$ cat src/rtl/snn_seq_pkg.sv
// Shared state encoding and run-mode constants for the SNN run sequencer.
package snn_seq_pkg;

  typedef enum logic [2:0] {
    S_IDLE   = 3'd0,
    S_CONFIG = 3'd1,
    S_STEP   = 3'd2,
    S_WAIT   = 3'd3,
    S_RESULT = 3'd4
  } seq_state_e;

  localparam logic MODE_CONFIG = 1'b0;
  localparam logic MODE_INFER  = 1'b1;

endpackage

$ cat src/rtl/snn_run_sequencer_key_debounce.sv
// Pushbutton conditioning: 2-flop synchroniser plus stability counter that
// only moves the clean level after DEBOUNCE_CYC consecutive differing cycles.
module key_debounce #(
  parameter int DEBOUNCE_CYC = 1000000
) (
  input  logic clk,
  input  logic rst,
  input  logic key_raw,
  output logic key_clean
);

  localparam int CNT_W = (DEBOUNCE_CYC > 1) ? $clog2(DEBOUNCE_CYC) : 1;
  localparam logic [CNT_W-1:0] CNT_LAST = CNT_W'(DEBOUNCE_CYC - 1);

  logic             sync1_q, sync1_d;
  logic             sync2_q, sync2_d;
  logic             clean_q, clean_d;
  logic [CNT_W-1:0] cnt_q, cnt_d;

  always_comb begin
    sync1_d = key_raw;
    sync2_d = sync1_q;
    clean_d = clean_q;
    cnt_d   = '0;
    if (sync2_q != clean_q) begin
      if (cnt_q == CNT_LAST) begin
        clean_d = sync2_q;
      end else begin
        cnt_d = cnt_q + 1'b1;
      end
    end
  end

  // Key idles high, so the synchroniser and clean level reset to 1.
  always_ff @(posedge clk) begin
    if (rst) begin
      sync1_q <= 1'b1;
      sync2_q <= 1'b1;
      clean_q <= 1'b1;
      cnt_q   <= '0;
    end else begin
      sync1_q <= sync1_d;
      sync2_q <= sync2_d;
      clean_q <= clean_d;
      cnt_q   <= cnt_d;
    end
  end

  assign key_clean = clean_q;

endmodule

$ cat src/rtl/snn_run_sequencer.sv
// SNN accelerator run controller: mode key, weight load, timestep sequencing.
// Optional per-timestep timeout enabled by defining SNN_STEP_TIMEOUT_EN.
//
// state    | meaning
// S_IDLE   | waiting for mode toggle, power-up load or frame start
// S_CONFIG | streaming weight words into core memory
// S_STEP   | one-cycle timestep start pulse
// S_WAIT   | waiting for timestep done from the core
// S_RESULT | one-cycle result valid pulse
module snn_run_sequencer
  import snn_seq_pkg::*;
#(
  parameter int WORD_W         = 32,
  parameter int ADDR_W         = 10,
  parameter int N_WEIGHT_WORDS = 1024,
  parameter int N_TIMESTEPS    = 16,
  parameter int CLASS_W        = 4,
  parameter int DEBOUNCE_CYC   = 1000000,
  parameter int TIMEOUT_CYC    = 65535
) (
  input  logic               CLK,
  input  logic               RST,
  input  logic               Key_Signal,
  input  logic               Start_Infer,
  input  logic               Wt_Valid,
  input  logic [WORD_W-1:0]  Wt_Data,
  output logic               Wt_Ready,
  output logic               Core_Wr_En,
  output logic [ADDR_W-1:0]  Core_Wr_Addr,
  output logic [WORD_W-1:0]  Core_Wr_Data,
  output logic               Core_Step_Start,
  input  logic               Core_Step_Done,
  input  logic [CLASS_W-1:0] Core_Result,
  output logic               Result_Valid,
  output logic [CLASS_W-1:0] Result_Class,
  output logic               Run_Mode,
  output logic               Weights_Loaded,
  output logic               Busy,
  output logic               LED_Show_Config,
  output logic               LED_Show_Car,
  output logic               Timeout_Err
);

  localparam int STEP_W = (N_TIMESTEPS > 1) ? $clog2(N_TIMESTEPS) : 1;
  localparam logic [ADDR_W-1:0] LAST_ADDR = ADDR_W'(N_WEIGHT_WORDS - 1);
  localparam logic [STEP_W-1:0] LAST_STEP = STEP_W'(N_TIMESTEPS - 1);

  seq_state_e         state_q, state_d;
  logic               run_mode_q, run_mode_d;
  logic               loaded_q, loaded_d;
  logic               pend_q, pend_d;
  logic               key_prev_q, key_prev_d;
  logic               led_cfg_q, led_cfg_d;
  logic               led_car_q, led_car_d;
  logic [ADDR_W-1:0]  addr_q, addr_d;
  logic [STEP_W-1:0]  step_q, step_d;
  logic [CLASS_W-1:0] result_q, result_d;
  logic               key_clean;
  logic               key_evt;
  logic               toggle_req;
  logic               wt_ready;
  logic               wr_en;

`ifdef SNN_STEP_TIMEOUT_EN
  localparam int WAIT_W = (TIMEOUT_CYC > 1) ? $clog2(TIMEOUT_CYC) : 1;
  logic [WAIT_W-1:0] wait_q, wait_d;
  logic              err_q, err_d;
`endif

  key_debounce #(
    .DEBOUNCE_CYC (DEBOUNCE_CYC)
  ) u_key_debounce (
    .clk       (CLK),
    .rst       (RST),
    .key_raw   (Key_Signal),
    .key_clean (key_clean)
  );

  // Release of the button (clean level rising) is the user event.
  assign key_evt    = key_clean & ~key_prev_q;
  assign toggle_req = pend_q | key_evt;

  always_comb begin
    state_d    = state_q;
    run_mode_d = run_mode_q;
    loaded_d   = loaded_q;
    pend_d     = toggle_req;
    key_prev_d = key_clean;
    addr_d     = addr_q;
    step_d     = step_q;
    result_d   = result_q;
    wt_ready   = 1'b0;
    wr_en      = 1'b0;
`ifdef SNN_STEP_TIMEOUT_EN
    wait_d     = wait_q;
    err_d      = err_q;
`endif
    case (state_q)
      S_IDLE: begin
        if (toggle_req) begin
          pend_d     = 1'b0;
          run_mode_d = ~run_mode_q;
          if (run_mode_q == MODE_INFER) begin
            state_d  = S_CONFIG;
            loaded_d = 1'b0;
            addr_d   = '0;
          end
        end else if (run_mode_q == MODE_CONFIG && !loaded_q) begin
          state_d = S_CONFIG;
          addr_d  = '0;
        end else if (run_mode_q == MODE_INFER && Start_Infer && loaded_q) begin
          state_d = S_STEP;
          step_d  = '0;
        end
      end
      S_CONFIG: begin
        wt_ready = 1'b1;
        if (Wt_Valid) begin
          wr_en  = 1'b1;
          addr_d = addr_q + 1'b1;
          if (addr_q == LAST_ADDR) begin
            loaded_d = 1'b1;
            state_d  = S_IDLE;
          end
        end
        // A key event abandons the load; any same-cycle word is still written.
        if (toggle_req) begin
          pend_d     = 1'b0;
          run_mode_d = ~run_mode_q;
          loaded_d   = 1'b0;
          state_d    = S_IDLE;
        end
      end
      S_STEP: begin
        state_d = S_WAIT;
`ifdef SNN_STEP_TIMEOUT_EN
        wait_d  = WAIT_W'(TIMEOUT_CYC - 1);
`endif
      end
      S_WAIT: begin
        if (Core_Step_Done) begin
          if (step_q == LAST_STEP) begin
            result_d = Core_Result;
            state_d  = S_RESULT;
          end else begin
            step_d  = step_q + 1'b1;
            state_d = S_STEP;
          end
        end
`ifdef SNN_STEP_TIMEOUT_EN
        else if (wait_q == '0) begin
          err_d   = 1'b1;
          state_d = S_IDLE;
        end else begin
          wait_d = wait_q - 1'b1;
        end
`endif
      end
      S_RESULT: begin
        state_d = S_IDLE;
      end
      default: begin
        state_d = S_IDLE;
      end
    endcase
    led_cfg_d = ~run_mode_d;
    led_car_d = run_mode_d;
  end

  always_ff @(posedge CLK) begin
    if (RST) begin
      state_q    <= S_IDLE;
      run_mode_q <= MODE_CONFIG;
      loaded_q   <= 1'b0;
      pend_q     <= 1'b0;
      key_prev_q <= 1'b1;
      led_cfg_q  <= 1'b1;
      led_car_q  <= 1'b0;
      addr_q     <= '0;
      step_q     <= '0;
      result_q   <= '0;
`ifdef SNN_STEP_TIMEOUT_EN
      wait_q     <= '0;
      err_q      <= 1'b0;
`endif
    end else begin
      state_q    <= state_d;
      run_mode_q <= run_mode_d;
      loaded_q   <= loaded_d;
      pend_q     <= pend_d;
      key_prev_q <= key_prev_d;
      led_cfg_q  <= led_cfg_d;
      led_car_q  <= led_car_d;
      addr_q     <= addr_d;
      step_q     <= step_d;
      result_q   <= result_d;
`ifdef SNN_STEP_TIMEOUT_EN
      wait_q     <= wait_d;
      err_q      <= err_d;
`endif
    end
  end

  assign Wt_Ready        = wt_ready;
  assign Core_Wr_En      = wr_en;
  assign Core_Wr_Addr    = addr_q;
  assign Core_Wr_Data    = Wt_Data;
  assign Core_Step_Start = (state_q == S_STEP);
  assign Result_Valid    = (state_q == S_RESULT);
  assign Result_Class    = result_q;
  assign Run_Mode        = run_mode_q;
  assign Weights_Loaded  = loaded_q;
  assign Busy            = (state_q != S_IDLE);
  assign LED_Show_Config = led_cfg_q;
  assign LED_Show_Car    = led_car_q;
`ifdef SNN_STEP_TIMEOUT_EN
  assign Timeout_Err     = err_q;
`else
  assign Timeout_Err     = 1'b0;
`endif

endmodule

$ cat config.mk
export PLATFORM = sky130hd
export DESIGN_NAME = snn_run_sequencer
export DESIGN_NICKNAME = d
export VERILOG_FILES = /design/src/rtl/snn_seq_pkg.sv /design/src/rtl/snn_run_sequencer_key_debounce.sv /design/src/rtl/snn_run_sequencer.sv
export SDC_FILE = /design/constraint.sdc
export NUM_CORES = 1
export LEC_CHECK = 0
export CAP_MARGIN = 30
export CORE_ASPECT_RATIO = 2
export CORE_UTILIZATION = 36
export DETAILED_ROUTE_END_ITERATION = 12
export GPL_ROUTABILITY_DRIVEN = 1
export PLACE_DENSITY_LB_ADDON = 0.3
export SETUP_SLACK_MARGIN = 0.5
export SLEW_MARGIN = 25
export SYNTH_ARGS = -nofsm -noshare
export SYNTH_HDL_FRONTEND = slang
export SYNTH_HIERARCHICAL = 1
export SYNTH_SLANG_ARGS = --single-unit
$ cat constraint.sdc
create_clock -name CLK -period 2.33 [get_ports CLK]
set_clock_uncertainty 0.2 [all_clocks]
set_input_delay 0.466 -clock CLK [delete_from_list [all_inputs] [get_ports CLK]]
set_output_delay 0.466 -clock CLK [all_outputs]
set_load 0.05 [all_outputs]
### After elaboration in Yosys (flattened, before gate mapping)

Index checks and enable logic that the tools add are counted.

* flip-flop bits (word level): 49
* input bits: 42
* output and inout bits: 56
* logic and storage cells: 92

* add/sub/neg operators: 3
* equality and inequality tests: 21
* mux-type cells: 32
* bitwise operators: 6
* reduce and logical (&&, ||, !) cells: 17

Operators with widths (number)
* 2-to-1 mux 10 bit: 4
* 2-to-1 mux 3 bit: 9
* adder 20 x 1 -> 20 bit (second input constant): 1
* == test 20 bit (second input constant): 1
* 2-to-1 mux 4 bit: 5
* case mux 10 bit (2 select lines): 1
* != test 2 bit (second input constant): 8
* != test 3 bit (second input constant): 4
* case mux 3 bit (4 select lines): 1
* adder 10 x 1 -> 10 bit (second input constant): 1
* == test 10 bit (second input constant): 1
* 2-to-1 mux 1 bit: 10
* AND reduction 5 bit: 2
* case mux 4 bit (2 select lines): 1
* == test 3 x 2 -> 1 bit (second input constant): 2
* AND reduction 6 bit: 1
* OR reduction 3 bit: 2
* adder 4 x 1 -> 4 bit (second input constant): 1
* == test 4 bit (second input constant): 1
* != test 4 bit (second input constant): 1
* NOT 1 bit: 4
* AND reduction 4 bit: 1
* nonzero test 2 bit: 2
* == test 3 x 1 -> 1 bit (second input constant): 1
* other kinds (12): 14

### Longest topological paths before layout

* word-level depth: 6
* depth in mapped cells: 9
* depth with buffers taken out: 8

### Cells and area by module

The synthesis kept the hierarchy.

Modules (own cells, without submodules)
* snn_run_sequencer: instances 1, cells each 188, area each 1586.5 µm², sequential area each 520.5 µm²
* key_debounce: instances 1, cells each 110, area each 1006.0 µm², sequential area each 460.4 µm²

### Least setup slack after synthesis

Ideal clock, no wire load.

* path type: register to register
* start: register addr_q[0] (netlist: Core_Wr_Addr[0])
* end: register state_q[0]
* setup time: 121 ps
* data arrival time: 1935 ps
* data required time: 2009 ps
* path slack: 74 ps
* cell stages (with the launch flop): 7
* path buffers: 0
* clock period less this slack: 2256 ps
* path through: dfxtp_1 ha_1 and4_1 and4_1 a211oi_1 a221o_1 mux2_2

* longest elaborated chain between the ends: 3

RTL lines
* start: declaration: RTL line snn_run_sequencer.sv:55 `logic [ADDR_W-1:0] addr_q, addr_d;`
* start signal: assignment: RTL line snn_run_sequencer.sv:194 `addr_q <= addr_d;`
* == test 10 bit: RTL line snn_run_sequencer.sv:121 `if (addr_q == LAST_ADDR) begin`
* != test 3 bit (no line)
* AND reduction 5 bit (no line)
* end signal: assignment: RTL line snn_run_sequencer.sv:187 `state_q <= state_d;`
* end: declaration: RTL line snn_run_sequencer.sv:48 `seq_state_e state_q, state_d;`

Every way passes these cells.
A chain may end at the register's enable or synchronous reset.

### Worst setup path after layout

* start: register u_key_debounce.cnt_q[12]
* end: register u_key_debounce.clean_q (netlist: u_key_debounce/key_clean)

* longest elaborated chain between the ends: 2

RTL lines
* start: declaration: RTL line snn_run_sequencer_key_debounce.sv:18 `logic [CNT_W-1:0] cnt_q, cnt_d;`
* start signal: assignment: RTL line snn_run_sequencer_key_debounce.sv:45 `cnt_q <= cnt_d;`
* == test 20 bit: RTL line snn_run_sequencer_key_debounce.sv:26 `if (cnt_q == CNT_LAST) begin`
* AND reduction 2 bit (no line)
* end signal: assignment: RTL line snn_run_sequencer_key_debounce.sv:44 `clean_q <= clean_d;`
* end: declaration: RTL line snn_run_sequencer_key_debounce.sv:17 `logic clean_q, clean_d;`

Every way passes these cells.

==> reports/metrics.cfg <==
[run_status]
run_status=finished, final reports clean

[yosys]
async_reset_ff_share_pct=0
synth_largest_type_area_fraction_pct=37.84
post-synth-top-area-cell=sky130_fd_sc_hd__dfxtp_1
synth_cells=298
synth.distinct_cells=50
synth.net_count=344
syn_avg_cell_area_sq_um=8.700
synth_flop_cell=sky130_fd_sc_hd__dfxtp_1
mappedNetlistArea_sq_mm=0.002592
yosysSeqAreaShare_pct=37.84
yosys_warnings=6
yosys_register_bits=49
ys_top_cells_by_area=sky130_fd_sc_hd__dfxtp_1 38%, sky130_fd_sc_hd__buf_4 11%, sky130_fd_sc_hd__nor2_1 4.5%, sky130_fd_sc_hd__xor2_1 3.7%, sky130_fd_sc_hd__xnor2_1 3.4%
synth_enable_flop_cells=0

[worst_setup_path]
worstSetupPathType=flop to flop
crit_slowest_cell=sky130_fd_sc_hd__or4_4
crit_required_ns=2.31
critPathTopFamily=simple AND/OR/NAND/NOR gates
crit_path_max_fanout=3
arrival_ns=2.08
critPathBufInv=0
path_cells=or4b_1, or4_4, o21a_1, a211o_1
maximum_single_stage_delay_on_the_critical_path_ns=0.55
endpoint_kind=flop
setup.worst_path.start_class=flop

[routing]
wl_per_cell_microns=15.04
routed_via_density=5.310
vias=2230
drt_iter0_markers=74
drc_errors=0
drt_pre_antenna_iters=4
ant_nets=0
finalWirelength_mm=6.315

[clocking]
clk-insertion-delay-late_ns=0.30
buffer_type_at_the_clock_tree_root=sky130_fd_sc_hd__clkbuf_16
cts.sinks=49
clock_tree.buffer_depth=2
clk_pin_slew_ns=0.07
cts-hold-fix-buffers=0
number_of_clock_buffers_inserted_by_tritoncts=5
tritoncts=built
h-tree-depth=2

[sta]
timing_max_transition_violations_final=0
period_needed_ns=2.101
finalSetupViolations=0
grt_setup_unrepaired=true
maxClockFrequency_mhz=476.0
smallest_setup_slack_after_layout_ns=0.2291
report.final.hold_viol_count=0
period_share_pct=90.17

[grt]
grt_start_max_net_pins=21
globalRouteOverflowTotal=0
global_route_wire_length_before_repair_mm=9.880
track_usage_pct=17.63
grt_antenna_before_repair=0
first_global_vias=2165

[floorplan]
total_number_of_placement_rows=43
fp.dieH_microns=122.0
floorplan.die.width_microns=62.01
initial_core_util_pct=37.35
core_sq_mm=0.006940
die_area_sq_mm=0.007565
total_i_o_pin_count=98

[worst_hold_path]
hold_crit_path_type=flop to flop

[place]
numPortBuffers=32
place.gp.congestion=0.7925
detailed_place.area_sq_mm=0.002908
detailedPlace.worstSlack_ns=-0.02787
hpwl_mm=4.141

[pwr]
leakagePower_uw=0.001255
peakVddDrop_v=0.0003690
power_density_mw_per_mm2=662.7

[layout]
multiInputGateArea_sq_mm=0.001516
register_area_sq_mm=0.001010
nFillCells=630
layout.core_utilization_pct=50.50
syn_to_final_growth_pct=35.18
nets=375
antenna_cells_inserted=0
post-route-cell-area_sq_mm=0.003505
drive_above_1_share_pct=41.52

[job]
maxCapViolations=0

path summary, 6_finish.rpt:
check / cells past startpoint / to / startpoint / slack, ns
max: 4 / u_key_debounce/key_clean / u_key_debounce/cnt_q[12] / 0.23
min: 1 / u_key_debounce/sync2_q / u_key_debounce/sync1_q / 0.21
max reg2reg: 4 / u_key_debounce/key_clean / u_key_debounce/cnt_q[12] / 0.23
min reg2reg: 1 / u_key_debounce/sync2_q / u_key_debounce/sync1_q / 0.21
worst reg2reg max path: stages (launching register included):
cell	delay, ns
sky130_fd_sc_hd__dfxtp_2	0.32
sky130_fd_sc_hd__or4b_1	0.51
sky130_fd_sc_hd__or4_4	0.55
sky130_fd_sc_hd__o21a_1	0.20
sky130_fd_sc_hd__a211o_1	0.21
registers in the layout, summed over array words and instances (netlist names):
register                  count
key_prev_q                    1
u_key_debounce/sync1_q        1
Core_Wr_Addr                 10
step_q                        4
Result_Class                  4
u_key_debounce/sync2_q        1
pend_q                        1
LED_Show_Car                  1
Weights_Loaded                1
state_q                       3
u_key_debounce/key_clean      1
LED_Show_Config               1
u_key_debounce/cnt_q         20
Yosys cell counts (all sizes together) (2+ instances only):
cell type,number
xnor2,10
a211oi,2
nor3b,3
clkbuf,4
nand2b,2
and2,3
nor2,31
o21a,3
and4,7
nor4,5
dfxtp,49
or3,6
nand4,8
a21oi,12
or4b,2
o211ai,2
and2b,2
buf,39
o31ai,5
xor2,11
o21ai,8
ha,4
mux2i,5
and3,5
nand2,16
or4,6
inv,10
o22ai,2
nand3,11
or2,5
nor3,9
metal layers:
metal | part of all wire [%] | GRT usage, % | up-vias
li1 | - | - | 1078
met3 | 3.9 | 5.096 | 15
met1 | 34 | 16.14 | 1088
met4 | 2.9 | 9.444 | 0
met2 | 59 | 32.38 | 49
met5 | 0 | 0 | -
cell usage in the layout (no fill, tap or decap), types with 7 or more instances in the layout:
cell type,count
sky130_fd_sc_hd__dfxtp_1,36
sky130_fd_sc_hd__xor2_1,11
sky130_fd_sc_hd__inv_1,8
sky130_fd_sc_hd__xnor2_1,10
sky130_fd_sc_hd__clkdlybuf4s15_2,10
sky130_fd_sc_hd__nand2_1,14
sky130_fd_sc_hd__buf_6,8
sky130_fd_sc_hd__a21oi_2,7
sky130_fd_sc_hd__clkdlybuf4s50_1,7
sky130_fd_sc_hd__nor2_1,26
sky130_fd_sc_hd__buf_4,27
sky130_fd_sc_hd__nand3_1,9
sky130_fd_sc_hd__nand4_1,8
sky130_fd_sc_hd__dfxtp_2,8
metrics by stage:
stage / total power (uW) / hold WS (ns) / instances / TNS, ns
finish: 2322 / 0.2052 / 420 / 0
global placement: 1309 / 0.2077 / 385 / 0
detailed placement: 1312 / 0.2050 / 385 / -0.03334
floorplan: 1313 / 0.1895 / 298 / 0
global route: 2411 / 0.2210 / 420 / 0
CTS: 2237 / 0.2163 / 406 / 0
power breakdown:
group,switching (uW),internal [uW],total (uW)
Sequential,24.2,856,880
Clock,331,509,839
Combinational,324,280,603
Total,679,1640,2320
cell type report:
class	count	area share (%)
clock inverter	3	1.250
clock buffer	5	3.570
multi-input combinational	195	43.27
inverter	10	1.142
sequential	49	28.81
tap	90	3.213
timing repair buffer	68	18.74
cells by family (layout without fill, tap and decap cells):
group / after synthesis / count (layout) / synth area share, %
AOI/OAI and AO/OA: 40 / 40 / 9.990
xor gates and xnor gates: 21 / 21 / 7.094
adders and majority gates: 4 / 4 / 1.931
buffers and inverters: 54 / 86 / 13.80
DFF: 49 / 49 / 37.84
muxes: 6 / 6 / 2.365
other: 1 / 1 / 0.1446
and+or+nand+nor: 123 / 123 / 26.83
timing repair:
action / CTS / global route
endpoints found under the setup margin: 60 / 55
gates resized for setup: 74 / 45
pin swaps: 16 / 18
buffers inserted: 13 / 14
(Power assumes the default switching activity.)
